`config.mk`:
```
export PLATFORM = sky130hd
export DESIGN_NAME = pipe_stage_buf
export DESIGN_NICKNAME = d
export VERILOG_FILES = /design/src/rtl/pipe_stage_buf.sv
export SDC_FILE = /design/constraint.sdc
export NUM_CORES = 1
export LEC_CHECK = 0
export CORE_ASPECT_RATIO = 0.6
export CORE_MARGIN = 5
export CORE_UTILIZATION = 48
export DETAILED_ROUTE_END_ITERATION = 10
export HOLD_SLACK_MARGIN = 0.06
export PLACE_DENSITY_LB_ADDON = 0.1
export SLEW_MARGIN = 5
export SYNTH_ARGS = -nofsm -noshare
export SYNTH_HDL_FRONTEND = slang
export SYNTH_SLANG_ARGS = --single-unit
export TNS_END_PERCENT = 100
```
`constraint.sdc`:
```
create_clock -name clk -period 1.8 [get_ports clk]
set_input_delay 0.36 -clock clk [delete_from_list [all_inputs] [get_ports clk]]
set_output_delay 0.36 -clock clk [all_outputs]
set_load 0.1 [all_outputs]
```
`src/rtl/pipe_stage_buf.sv`:
```
// pipe_stage_buf: generic pipeline stage register with valid/ready handshake
// and a 1-entry skid buffer. The main register drives the outputs directly;
// the skid register absorbs the entry accepted while the main register is
// full and not being popped, so in_ready depends on a flop only.
// Optional build macro: PIPE_STAGE_BUF_STAT_EN (stall/kill statistics counters).
module pipe_stage_buf #(
  parameter int unsigned         DATA_W     = 128,
  parameter int unsigned         PC_W       = 32,
  parameter logic [PC_W-1:0]     HANDLER_PC = 'h0000_4180
) (
  input  logic              clk,
  input  logic              reset,
  input  logic              req,
  input  logic              flush,
  input  logic              in_valid,
  output logic              in_ready,
  input  logic [DATA_W-1:0] in_data,
  input  logic [PC_W-1:0]   in_pc,
  output logic              out_valid,
  input  logic              out_ready,
  output logic [DATA_W-1:0] out_data,
  output logic [PC_W-1:0]   out_pc,
  output logic [31:0]       stat_stall,
  output logic [31:0]       stat_kill
);

  logic              out_valid_q, out_valid_d;
  logic [DATA_W-1:0] out_data_q,  out_data_d;
  logic [PC_W-1:0]   out_pc_q,    out_pc_d;
  logic              s_valid_q,   s_valid_d;
  logic [DATA_W-1:0] s_data_q,    s_data_d;
  logic [PC_W-1:0]   s_pc_q,      s_pc_d;

  logic acc;
  logic pop;
  logic kill;

  assign in_ready  = ~s_valid_q;
  assign acc       = in_valid & in_ready;
  assign pop       = out_valid_q & out_ready;
  assign kill      = req | flush;

  assign out_valid = out_valid_q;
  assign out_data  = out_data_q;
  assign out_pc    = out_pc_q;

  // Next-state for main and skid registers: kill, refill from skid/input, or park in skid.
  always_comb begin
    out_valid_d = out_valid_q;
    out_data_d  = out_data_q;
    out_pc_d    = out_pc_q;
    s_valid_d   = s_valid_q;
    s_data_d    = s_data_q;
    s_pc_d      = s_pc_q;
    if (kill) begin
      out_valid_d = 1'b0;
      out_data_d  = '0;
      out_pc_d    = req ? HANDLER_PC : '0;
      s_valid_d   = 1'b0;
      s_data_d    = '0;
      s_pc_d      = '0;
    end else if (!out_valid_q || pop) begin
      if (s_valid_q) begin
        out_valid_d = 1'b1;
        out_data_d  = s_data_q;
        out_pc_d    = s_pc_q;
        s_valid_d   = 1'b0;
      end else if (acc) begin
        out_valid_d = 1'b1;
        out_data_d  = in_data;
        out_pc_d    = in_pc;
      end else begin
        out_valid_d = 1'b0;
      end
    end else if (acc) begin
      s_valid_d = 1'b1;
      s_data_d  = in_data;
      s_pc_d    = in_pc;
    end
  end

  // Stage storage with asynchronous active-low reset.
  always_ff @(posedge clk or negedge reset) begin
    if (!reset) begin
      out_valid_q <= 1'b0;
      out_data_q  <= '0;
      out_pc_q    <= '0;
      s_valid_q   <= 1'b0;
      s_data_q    <= '0;
      s_pc_q      <= '0;
    end else begin
      out_valid_q <= out_valid_d;
      out_data_q  <= out_data_d;
      out_pc_q    <= out_pc_d;
      s_valid_q   <= s_valid_d;
      s_data_q    <= s_data_d;
      s_pc_q      <= s_pc_d;
    end
  end

`ifdef PIPE_STAGE_BUF_STAT_EN
  logic [31:0] stall_q, stall_d;
  logic [31:0] kills_q, kills_d;

  // Saturating stall and kill counters, cleared only by reset.
  always_comb begin
    stall_d = stall_q;
    kills_d = kills_q;
    if (out_valid_q && !out_ready && (stall_q != '1)) begin
      stall_d = stall_q + 32'd1;
    end
    if (kill && (kills_q != '1)) begin
      kills_d = kills_q + 32'd1;
    end
  end

  // Counter storage.
  always_ff @(posedge clk or negedge reset) begin
    if (!reset) begin
      stall_q <= '0;
      kills_q <= '0;
    end else begin
      stall_q <= stall_d;
      kills_q <= kills_d;
    end
  end

  assign stat_stall = stall_q;
  assign stat_kill  = kills_q;
`else
  assign stat_stall = '0;
  assign stat_kill  = '0;
`endif

endmodule

```
-- Yosys cells after proc, flatten, opt, wreduce, memory -nomap -nowiden
Index checks and enable logic that the tools add are counted.
- bits in registers: 322
- output and inout port bits: 226
- input bits: 166
- word-level logic and storage cells: 39
- equality and inequality tests: 1
- reductions and logical operators: 8
- mux-type cells: 20
- bitwise gates (word level): 4
- operators by type and width (cell ; number):
    128-bit 2-to-1 mux ; 6
    32-bit 2-to-1 mux ; 6
    15-bit 2-to-1 mux ; 1
    1-bit 2-to-1 mux ; 7
    3-bit nonzero test ; 2
    2-bit AND reduction ; 2
    2-bit nonzero test ; 2
    1-bit bitwise AND ; 2
    2-bit inequality test, second input constant ; 1
    1-bit logical NOT ; 1
    1-bit logical OR ; 1
    1-bit NOT ; 1
    1-bit OR ; 1

-- Logic depth before layout (Yosys ltp)
- word-level depth: 6
- gate-level depth with buffers: 7
- depth with buffers taken out: 3

-- Least setup slack after synthesis
OpenSTA, ideal clock, no wires.
- kind: register to register
- start: register out_valid_q (netlist: out_valid)
- end: register s_data_q[100]
- cell stages (with the launch flop): 7
- library setup time: 65 ps
- period minus slack after synthesis: 2069 ps
- arrival time: 2004 ps
- path buffers: 3
- setup slack: -269 ps
- data required time: 1735 ps
- path through: dfrtp_1 -> and4bb_2 -> and2_1 -> buf_2 -> buf_2 -> buf_2 -> a22o_1
- cells in the longest elaborated chain, start to end: 4
- elaborated cells on any way between the ends: 5
- classes of those cells: 1 x eq/ne; 1 x bitwise; 3 x reduce/logical
- ends and longest elaborated chain (element ; RTL line ; text):
    from (decl) ; 27 ; logic out_valid_q, out_valid_d;
    from (signal assigned) ; 92 ; out_valid_q <= out_valid_d;
    1-bit bitwise AND / 1-bit logical NOT (equally long branches) ; 40, 62 ;
    1-bit logical OR (*) ; 62 ; end else if (!out_valid_q || pop) begin
    2-bit inequality test (no line) (*) ; -- ;
    2-bit AND reduction (no line) (*) ; -- ;
    to (signal assigned) ; 96 ; s_data_q <= s_data_d;
    to (decl) ; 31 ; logic [DATA_W-1:0] s_data_q, s_data_d;
Every way passes the cells marked *; elsewhere a longest branch is shown, timed or not.
A chain may end at the register's enable or synchronous reset.

-- Final worst setup path
- start: register s_valid_q
- end: output port in_ready
- cells in the longest elaborated chain, start to end: 1
- ends and longest elaborated chain (element ; RTL line ; text):
    from (decl) ; 30 ; logic s_valid_q, s_valid_d;
    from (signal assigned) ; 95 ; s_valid_q <= s_valid_d;
    1-bit NOT ; 38 ; assign in_ready = ~s_valid_q;
    to (decl) ; 16 ; output logic in_ready,
Every way passes these cells.

==> results.toml <==
[die]
core_area_um2 = 27640
die_w_um = 226.7
start_util = 0.4893
die-area_um2 = 31740
io_pins = 392
rows = 47
die_h_um = 140.0

[yosys]
synth_commonest_cells = "dfrtp_1 (322), a22o_1 (160), mux2i_1 (160), o2bb2ai_1 (157), buf_4 (76)"
yosysSeqAreaShare = 0.5958
async_flop_share = 1.000
synthDominantCellAreaShare = 0.5958
synth_area_leaders = "dfrtp_1 (60%), mux2i_1 (12%), a22o_1 (10%), o2bb2ai_1 (10%), buf_4 (4.2%)"
ys_types = 23
ys.warnings.count = 0
syn_inst = 976
netlist_area_um2 = 13520
synth_most_common_cell = "dfrtp_1"
yosys.area.top_type = "dfrtp_1"
syn_area_per_cell_um2 = 13.86
synth_edf_count = 0
synth_ff_type = "dfrtp_1"
synth-seq-cells = 322

[power_and_ir_drop]
switchingPower_uw = 5064
pwr-share-comb = 0.194
p_int_uw = 12130
leakage_uw = 0.008934
power_density_nw_per_um2 = 829.3
clockPowerShare = 0.368
ir_worst_vdd_mv = 0.6633
seq_power_share = 0.438
swShare = 0.2946

[drt]
route.detailed.drc = 0
drt-initial-drc-count = 679
vias = 9894
firstDrtPassIters = 5
ant_nets = 0
viasPerCell = 5.716
wire_per_inst_um = 23.91
wl_mm = 41.40

[grt]
antenna_found_initial = 6
met2_usage = 0.3616
grt_pass1_vias = 10080
grt-ovfl-total = 0
grt_pass1_wl_mm = 60.40
grtUsageTotal = 0.2370
global_route.usage.met3 = 0.05960
grt_max_degree = 63
busiest_layer = "met2"
grtUsageMet1 = 0.3423

[sta]
finalHoldViolCount = 0
setup_slack_ns = -0.002532
fin_skew_ns = 0.01551
clock.fmax_mhz = 554.8
finalSetupTns_ns = -0.002532
setup-violations-final = 1
rsz0062_at_grt = "yes"
maxSlewViolCount = 0
min_period_over_period = 1.001
whs_ns = 0.2979
min_period_ns = 1.803

[cells_and_area]
drive_gt1_frac = 0.2304
area_growth_pct = 53.27
num-nets-final = 1506
fin_area_um2 = 20730

[worst_setup_path]
cp-start-kind = "flop"
cpPeakStageDelay_ns = 0.50
cp-startpoint = "s_valid_q"
crit_buf_inv = 3
crit_type = "reg -> out"
path_max_fanout = 2
crit_chain = "buf_16, clkinvlp_4, buf_12"
critPathRequiredTime_ns = 1.44
reg2reg_from = "s_valid_q"
arrival_ns = 1.44
critical_path.slowest_cell = "dfrtp_4"
crit_family = "flip-flops"
end_kind = "output port"

[clock_tree]
htreeDepth = 1
clk_pin_slew_ns = 0.06
cts_tree = "built"
cts_buffer_depth = 3
cts_sinks = 322
clock_latency_ns = 0.56
clockRootBuffer = "clkbuf_16"
numCtsBuffers = 30

[run_status]
violations = "setup timing"
status = "finished with violations"

[place]
port_buffers = 327
hpwl_mm = 26.79
placement.cell_area_um2 = 19200
pre_cts_slack_ns = -0.1703
routabilityCongestion = 0.8120

[min_path]
min_path_type = "in -> async"

[flow_run]
max_cap_violations = 0
-- cells by family after synthesis --
kind of cell | Yosys count | share of synthesized area
buf+inv | 155 | 0.06994
other cells | 1 | 0.0002773
flops | 322 | 0.5958
mux | 160 | 0.1184
simple gates | 13 | 0.005922
compound gates | 325 | 0.2096
-- placed cells by master, fill, tap and decap left out, types with 5 or more instances in the layout --
| cell type | instances |
|---|---|
| dfrtp_1 | 320 |
| buf_6 | 5 |
| buf_12 | 198 |
| a22o_1 | 160 |
| clkbuf_16 | 44 |
| buf_4 | 33 |
| conb_1 | 64 |
| o2bb2ai_1 | 156 |
| clkbuf_1 | 9 |
| clkdlybuf4s50_1 | 164 |
| mux2i_1 | 160 |
| clkinv_2 | 7 |
-- repair_timing --
| action | 4_1_cts | 5_1_grt |
|---|---|---|
| setup endpoints to repair | 1 | 275 |
| cloned | 1 | 16 |
| hold buffers | 1 | 0 |
| gates resized for setup | 2 | 10 |
| endpoints found under the hold margin | 37 | 0 |
| setup buffers | 3 | 6 |
| pin swaps | 3 | 11 |
-- final timing paths --
check | to | slack (ns) | depth (start not counted)
max | in_ready | -0.003 | 3
min | s_pc_q[23] | 0.30 | 2
max reg2reg | s_data_q[79] | 0.01 | 6
min reg2reg | s_pc_q[17] | 0.50 | 1
max in group asynchronous | s_data_q[76] | 0.79 | 4
min in group clk | s_pc_q[28] | 0.42 | 2
-- registers in the layout (all words and copies together) (netlist names) --
signal	flops
s_pc_q	32
out_pc	32
out_data	128
s_valid_q	1
out_valid	1
s_data_q	128
-- layer usage --
metal / part of all wire / wire, µm / up-vias
li1: - / - / 4343
met1: 0.45 / 18570 / 5145
met2: 0.46 / 19170 / 313
met3: 0.061 / 2545 / 83
met4: 0.025 / 1054 / 10
met5: 0.0013 / 55 / -
-- stage by stage --
stage / power [µW] / cells / util
final: 17190 / 1731 / 0.7500
after global placement: 10890 / 1648 / 0.6945
after CTS: 17240 / 1708 / 0.7327
after detailed placement: 10910 / 1648 / 0.6945
after global routing: 17730 / 1731 / 0.7500
after floorplan: 9534 / 1039 / -
-- layout make-up --
| type | count | area, µm² |
|---|---|---|
| flip-flops and latches | 322 | 8063 |
| fillers | 1734 | 6910 |
| repair buffers | 422 | 6432 |
| multi-input cells | 562 | 4786 |
| clock buffers | 44 | 864.6 |
| well taps | 367 | 459.2 |
| clock inverters | 11 | 110.1 |
| inverters | 2 | 11.26 |
| diodes | 1 | 2.502 |
-- power groups by stage --
| stage | registers [µW] | logic [µW] | clock network, µW |
|---|---|---|---|
| after floorplan | 8470 | 1060 | 0 |
| after global placement | 7660 | 3220 | 0 |
| after detailed placement | 7660 | 3250 | 0 |
| after CTS | 7530 | 3260 | 6450 |
| after global routing | 7550 | 3450 | 6730 |
| final | 7540 | 3330 | 6330 |
(Power assumes the default switching activity.)
